===== config.mk =====
export PLATFORM = sky130hd
export DESIGN_NAME = key_debounce
export DESIGN_NICKNAME = d
export VERILOG_FILES = /design/src/rtl/key_debounce_pkg.sv /design/src/rtl/key_debounce_ch.sv /design/src/rtl/key_debounce.sv
export SDC_FILE = /design/constraint.sdc
export NUM_CORES = 1
export LEC_CHECK = 0
export ABC_AREA = 0
export CAP_MARGIN = 20
export CORE_MARGIN = 5
export CORE_UTILIZATION = 60
export DETAILED_ROUTE_END_ITERATION = 10
export PLACE_DENSITY = 0.75
export RECOVER_POWER = 25
export SYNTH_ARGS = -nofsm -noshare
export SYNTH_HDL_FRONTEND = slang
export SYNTH_HIERARCHICAL = 1
export SYNTH_SLANG_ARGS = --single-unit
export TNS_END_PERCENT = 1

===== constraint.sdc =====
create_clock -name clk -period 2.5 [get_ports clk]
set_input_delay 0.625 -clock clk [delete_from_list [all_inputs] [get_ports clk]]
set_output_delay 0.625 -clock clk [all_outputs]
set_load 0.02 [all_outputs]

===== src/rtl/key_debounce_pkg.sv =====
// Shared definitions for the key debouncer: clock rate, default and
// simulation cycle constants, and the per-channel state encoding.
package key_debounce_pkg;

    localparam int unsigned CLK_HZ          = 32'd12_000_000;

    // 20 ms of stable samples and a 1 s hold at CLK_HZ.
    localparam int unsigned DB_CYCLES_DEF   = CLK_HZ / 32'd50;
    localparam int unsigned LONG_CYCLES_DEF = CLK_HZ;

    // Short constants so simulations finish in a few hundred cycles.
    localparam int unsigned DB_CYCLES_SIM   = 32'd4;
    localparam int unsigned LONG_CYCLES_SIM = 32'd16;

    typedef enum logic [1:0] {
        ST_RELEASED    = 2'd0,
        ST_PRESS_CHK   = 2'd1,
        ST_PRESSED     = 2'd2,
        ST_RELEASE_CHK = 2'd3
    } kdb_state_e;

endpackage


===== src/rtl/key_debounce_ch.sv =====
// One debounce channel: 2-FF synchroniser, press/release FSM with a
// stability counter, and a saturating hold counter for long-press detection.
// Ports:
//   clk        system clock
//   rst_n      asynchronous active-low reset
//   key_n_i    raw active-low key, asynchronous to clk
//   level_o    debounced level, 1 = pressed
//   press_o    1-cycle pulse on debounced press
//   release_o  1-cycle pulse on debounced release
//   long_o     1-cycle pulse once per press after LONG_CYCLES held
module key_debounce_ch
    import key_debounce_pkg::*;
#(
    parameter int unsigned DB_CYCLES   = DB_CYCLES_DEF,
    parameter int unsigned LONG_CYCLES = LONG_CYCLES_DEF
) (
    input  logic clk,
    input  logic rst_n,
    input  logic key_n_i,
    output logic level_o,
    output logic press_o,
    output logic release_o,
    output logic long_o
);

    localparam int unsigned DB_W   = $clog2(DB_CYCLES + 1);
    localparam int unsigned HOLD_W = $clog2(LONG_CYCLES + 1);

    localparam logic [DB_W-1:0]   DB_ZERO   = DB_W'(0);
    localparam logic [DB_W-1:0]   DB_ONE    = DB_W'(1);
    localparam logic [DB_W-1:0]   DB_LAST   = DB_W'(DB_CYCLES - 1);
    localparam logic [HOLD_W-1:0] HOLD_ZERO = HOLD_W'(0);
    localparam logic [HOLD_W-1:0] HOLD_ONE  = HOLD_W'(1);
    localparam logic [HOLD_W-1:0] HOLD_LAST = HOLD_W'(LONG_CYCLES - 1);
    localparam logic [HOLD_W-1:0] HOLD_MAX  = HOLD_W'(LONG_CYCLES);

    logic              sync1_q, sync2_q;
    kdb_state_e        state_q, state_d;
    logic [DB_W-1:0]   db_cnt_q, db_cnt_d;
    logic [HOLD_W-1:0] hold_cnt_q, hold_cnt_d;
    logic              level_q, level_d;
    logic              press_q, press_d;
    logic              release_q, release_d;
    logic              long_q, long_d;

    // Synchroniser; resets to the released (high) level.
    always_ff @(posedge clk or negedge rst_n) begin
        if (!rst_n) begin
            sync1_q <= 1'b1;
            sync2_q <= 1'b1;
        end else begin
            sync1_q <= key_n_i;
            sync2_q <= sync1_q;
        end
    end

    // FSM, counters and registered outputs.
    always_ff @(posedge clk or negedge rst_n) begin
        if (!rst_n) begin
            state_q    <= ST_RELEASED;
            db_cnt_q   <= DB_ZERO;
            hold_cnt_q <= HOLD_ZERO;
            level_q    <= 1'b0;
            press_q    <= 1'b0;
            release_q  <= 1'b0;
            long_q     <= 1'b0;
        end else begin
            state_q    <= state_d;
            db_cnt_q   <= db_cnt_d;
            hold_cnt_q <= hold_cnt_d;
            level_q    <= level_d;
            press_q    <= press_d;
            release_q  <= release_d;
            long_q     <= long_d;
        end
    end

    // Next-state and pulse generation; only sync2_q is ever sampled.
    always_comb begin
        state_d    = state_q;
        db_cnt_d   = db_cnt_q;
        hold_cnt_d = hold_cnt_q;
        level_d    = level_q;
        press_d    = 1'b0;
        release_d  = 1'b0;
        long_d     = 1'b0;
        case (state_q)
            ST_RELEASED: begin
                if (!sync2_q) begin
                    // The first low sample already counts as one stable sample.
                    state_d  = ST_PRESS_CHK;
                    db_cnt_d = DB_ONE;
                end else begin
                    db_cnt_d = DB_ZERO;
                end
            end
            ST_PRESS_CHK: begin
                if (sync2_q) begin
                    state_d  = ST_RELEASED;
                    db_cnt_d = DB_ZERO;
                end else if (db_cnt_q == DB_LAST) begin
                    state_d    = ST_PRESSED;
                    press_d    = 1'b1;
                    level_d    = 1'b1;
                    hold_cnt_d = HOLD_ZERO;
                end else begin
                    db_cnt_d = db_cnt_q + DB_ONE;
                end
            end
            ST_PRESSED: begin
                if (sync2_q) begin
                    state_d  = ST_RELEASE_CHK;
                    db_cnt_d = DB_ONE;
                end else begin
                    // Saturation past LONG_CYCLES-1 keeps key_long to one pulse per press.
                    if (hold_cnt_q != HOLD_MAX) begin
                        hold_cnt_d = hold_cnt_q + HOLD_ONE;
                    end else begin
                        hold_cnt_d = hold_cnt_q;
                    end
                    if (hold_cnt_q == HOLD_LAST) begin
                        long_d = 1'b1;
                    end else begin
                        long_d = 1'b0;
                    end
                end
            end
            ST_RELEASE_CHK: begin
                if (!sync2_q) begin
                    // Release bounce: resume the press with hold_cnt intact.
                    state_d = ST_PRESSED;
                end else if (db_cnt_q == DB_LAST) begin
                    state_d   = ST_RELEASED;
                    release_d = 1'b1;
                    level_d   = 1'b0;
                    db_cnt_d  = DB_ZERO;
                end else begin
                    db_cnt_d = db_cnt_q + DB_ONE;
                end
            end
            default: begin
                state_d    = ST_RELEASED;
                db_cnt_d   = DB_ZERO;
                hold_cnt_d = HOLD_ZERO;
                level_d    = 1'b0;
            end
        endcase
    end

    assign level_o   = level_q;
    assign press_o   = press_q;
    assign release_o = release_q;
    assign long_o    = long_q;

endmodule


===== src/rtl/key_debounce.sv =====
// Input conditioning for N_KEYS raw active-low push keys: each key is
// synchronised and debounced independently, producing clean levels and
// single-cycle press / release / long-press pulses.
// Ports:
//   clk          system clock (12 MHz)
//   rst_n        asynchronous active-low reset
//   key_n        raw keys, 0 = pressed, asynchronous to clk
//   key_level    debounced level per key, 1 = pressed
//   key_press    1-cycle pulse per key on debounced press
//   key_release  1-cycle pulse per key on debounced release
//   key_long     1-cycle pulse per key, once per press, after LONG_CYCLES held
module key_debounce
    import key_debounce_pkg::*;
#(
    parameter int unsigned N_KEYS      = 32'd4,
    parameter int unsigned DB_CYCLES   = DB_CYCLES_DEF,
    parameter int unsigned LONG_CYCLES = LONG_CYCLES_DEF
) (
    input  logic              clk,
    input  logic              rst_n,
    input  logic [N_KEYS-1:0] key_n,
    output logic [N_KEYS-1:0] key_level,
    output logic [N_KEYS-1:0] key_press,
    output logic [N_KEYS-1:0] key_release,
    output logic [N_KEYS-1:0] key_long
);

    for (genvar g = 0; g < N_KEYS; g++) begin : g_ch
        key_debounce_ch #(
            .DB_CYCLES   (DB_CYCLES),
            .LONG_CYCLES (LONG_CYCLES)
        ) u_ch (
            .clk       (clk),
            .rst_n     (rst_n),
            .key_n_i   (key_n[g]),
            .level_o   (key_level[g]),
            .press_o   (key_press[g]),
            .release_o (key_release[g]),
            .long_o    (key_long[g])
        );
    end

endmodule


==> reports/qor.csv <==
stage;metric;value;unit
run_status;status;finished, final reports clean;
synthesis;Top FF cell, synth;dfrtp_1;
pwr;PD cells;501.9;nW/µm²
layout;antenna cells;0;
timing;final worst slack;229.5;ps
clocking;CTS Buf Count;17;
floorplanning;Die H;148.1;µm
placed_design;dpl hpwl;15.94;mm
grt;antenna violations before repair;0;
grt;global-route wire length before repair;40.37;mm
synthesis;Mapped Cells;1207;
grt;vias in the first global route;8536;
synthesis;post-synthesis mux area share;0.6128;%
pwr;switch share;21.25;%
clocking;Clock Latency Late Sink;430;ps
layout;synthesis-to-layout area growth;8.262;%
min_path;HP Class;reg2reg;
synthesis;complex-gate fraction of the synthesized area;13.24;%
pwr;Power Internal;4.893;mW
floorplanning;die area;21920;µm²
pwr;Lkg Pwr;5.020;nW
synthesis;adder-cell share of the synthesized area;1.313;%
timing;relative slew slack;7.316;%
clocking;post-CTS setup buffers;0;
clocking;Max H-tree Level;4;
detailed_routing;met3 WL;920;µm
layout;commonest non-fill, non-tap cell in the layout;dfrtp_1;
floorplanning;core area;18710;µm²
layout;most frequent cells in the layout;dfrtp_1, nor2_1, nand2_1;
detailed_routing;WL per Instance;16.07;µm
setup_path;Arr. time, crit path;2620;ps
clocking;post_cts resized;0;
synthesis;sequential share of the synthesized area;43.86;%
synthesis;Syn Nets;1225;
detailed_routing;wl on met1;11.19;mm
pwr;NetSw;1.320;mW
layout;share of cells above drive strength 1;9.165;%
clocking;clk slew on worst S/H paths;70;ps
synthesis;number of flops mapped to enable cells by yosys;0;
timing;setup violators final;0;
pwr;Comb pwr share;2.7;%
setup_path;Crit Path Class;reg2reg;
detailed_routing;drt pass-1 iters;5;
synthesis;Mapped Area;11430;µm²
clocking;root buffer cell;clkbuf_16;
grt;largest net degree at the start of global routing;63;
timing;Worst Max-Slew Pin Slew;1390;ps
timing;Total Negative Setup Slacks;0;ps
floorplanning;Die Width;148.1;µm
synthesis;Yosys warning total;6;
synthesis;number of synthesized register bits;200;
floorplanning;IO Count;22;
pwr;VDD IR max;454.7;µV
synthesis;Unique masters post-synth;70;
placed_design;routability cong.;0.8607;
setup_path;WP data required;2850;ps
clocking;Clock Path Buffers;2;
detailed_routing;vias;9097;
detailed_routing;ANT nets after route;0;
placed_design;Place WS;316.1;ps
run;max_cap viols;0;
timing;fin. max-slew vios;0;
setup_path;Setup crit start kind;flip-flop;
timing;Final Hold Fails;0;
detailed_routing;Top Metal Used;met4;
pwr;share of total power in sequential cells;53.1;%
clocking;CTS Hold Bufs;0;
grt;GRT Util Overall;21.61;%
timing;RSZ-0062 raised after global routing;false;
detailed_routing;drt initial violations;587;
detailed_routing;met2 WL;11.07;mm
clocking;# clock sinks;200;
floorplanning;row count;50;
synthesis;simple-gate share of the synthesized area;30.52;%
synthesis;Synth Area per Inst;9.474;µm²
grt;global route overflow;0;
timing;post-layout min period;2270;ps
clocking;CTS tree;built;
synthesis;Async SR Flop Fraction;100.0;%
detailed_routing;Via density;6.248;
timing;f_max;0.4404;GHz
timing;Layout Skew;10.53;ps
placed_design;port bufs;21;
floorplanning;initial core utilization;61.13;%
detailed_routing;DR DRC count;0;
layout;fin nets;1227;
setup_path;Crit. End Element;flip-flop;
synthesis;Synth Area in XOR/XNOR;6.511;%
timing;Final period util;90.82;%
setup_path;worst-path fanout max;10;
pwr;clock network power share;44.2;%
layout;fill count;1469;
synthesis;largest family of logic cells by synthesized area;simple AND/OR/NAND/NOR gates;
detailed_routing;WL final;23.40;mm
-- per-layer routing --
metal | track usage (%) | vias to the layer above
met5 | 0 | -
met4 | 5.266 | 0
met3 | 3.717 | 19
met2 | 34.71 | 184
met1 | 30.93 | 4426
li1 | - | 4468
-- cells in the mapped netlist (8+ instances only) --
master    number  area share, %
o21a_1        11           0.72
buf_6          9           0.89
xnor2_1       48            3.7
clkbuf_1      26           0.85
o31ai_1       31            2.0
nand2b_1      13           0.71
and4_1        21            1.6
o211ai_1      16            1.1
and3_1        24            1.3
nand4_1       43            2.4
and2_1         9           0.49
a31oi_1       13           0.71
or3_1         36            2.0
dfstp_2        8            1.8
inv_1         29           0.95
o21ai_0       39            1.7
a21oi_1       67            2.9
xor2_1        37            2.8
nand3_1       60            2.6
dfrtp_1      192             42
ha_1          12            1.3
nor4_4        12            2.2
nor3_1        34            1.5
nand2_1       80            2.6
or4_1         23            1.5
nand3b_1      10           0.66
buf_2         28            1.2
nor2_1       126            4.1
nor4_1        19            1.0
-- path summary, 6_finish.rpt --
kind | start | endpoint | slack [ps] | depth (start not counted)
min in group asynchronous | rst_n | g_ch[0].u_ch/hold_cnt_q[7] | 500 | 1
min | g_ch[0].u_ch/sync1_q | g_ch[0].u_ch/sync2_q | 360 | 0
min reg2reg | g_ch[0].u_ch/sync1_q | g_ch[0].u_ch/sync2_q | 360 | 0
max in group asynchronous | rst_n | g_ch[3].u_ch/hold_cnt_q[18] | 560 | 2
max | g_ch[0].u_ch/hold_cnt_q[15] | g_ch[0].u_ch/hold_cnt_q[21] | 230 | 5
max reg2reg | g_ch[0].u_ch/hold_cnt_q[15] | g_ch[0].u_ch/hold_cnt_q[21] | 230 | 5
-- critical path, stage by stage, from the launching register on --
cell       delay, ps
dfrtp_1          430
nor4_1           430
nand4_1          510
o2111ai_2        510
o21ai_0          160
a21oi_1          160
-- kinds of logic after synthesis --
| logic type | after synthesis |
|---|---|
| xor gates and xnor gates | 85 |
| adders and majority gates | 12 |
| and+or+nand+nor | 579 |
| buffers and inverters | 93 |
| muxes | 7 |
| DFF | 200 |
| AOI/OAI and AO/OA | 231 |
-- state kept, by name (all words and copies together) (netlist names), named ones only --
signal,count
g_ch.u_ch/long_o,4
g_ch.u_ch/db_cnt_q,72
g_ch.u_ch/release_o,4
g_ch.u_ch/level_o,4
g_ch.u_ch/sync2_q,4
g_ch.u_ch/state_q,4
g_ch.u_ch/sync1_q,4
g_ch.u_ch/hold_cnt_q,96
g_ch.u_ch/press_o,4
-- power groups by stage --
stage | Clock, mW | Combinational (mW) | Sequential [mW]
finish | 2.74 | 0.168 | 3.30
global route | 2.94 | 0.195 | 3.30
CTS | 2.80 | 0.180 | 3.30
detailed placement | 0 | 0.180 | 3.36
global placement | 0 | 0.177 | 3.36
floorplan | 0 | 0.0961 | 3.34
-- through the flow --
stage | total power [mW] | instance area, µm² | instances | hold WS, ps | util (%)
floorplan | 3.431 | 11430 | 1207 | 329.4 | -
global placement | 3.537 | 11830 | 1424 | 345.7 | 63.23
detailed placement | 3.540 | 11830 | 1424 | 347.2 | 63.23
CTS | 6.278 | 12410 | 1456 | 61.70 | 66.37
global route | 6.441 | 12380 | 1456 | 360.2 | 66.18
finish | 6.213 | 12380 | 1456 | 356.0 | 66.18
-- cell type report --
cell class                      instances  area [µm²]  share of cell area (%)
Multi-Input combinational cell        914        5968                   48.21
Inverter                               30       112.6                  0.9096
Clock inverter                          7       91.34                  0.7378
Timing Repair Buffer                   46       404.1                   3.265
Clock buffer                           25       495.5                   4.002
Sequential cell                       200        5015                   40.51
Tap cell                              234       292.8                   2.365
No activity file was read; power rests on OpenSTA's default activity.
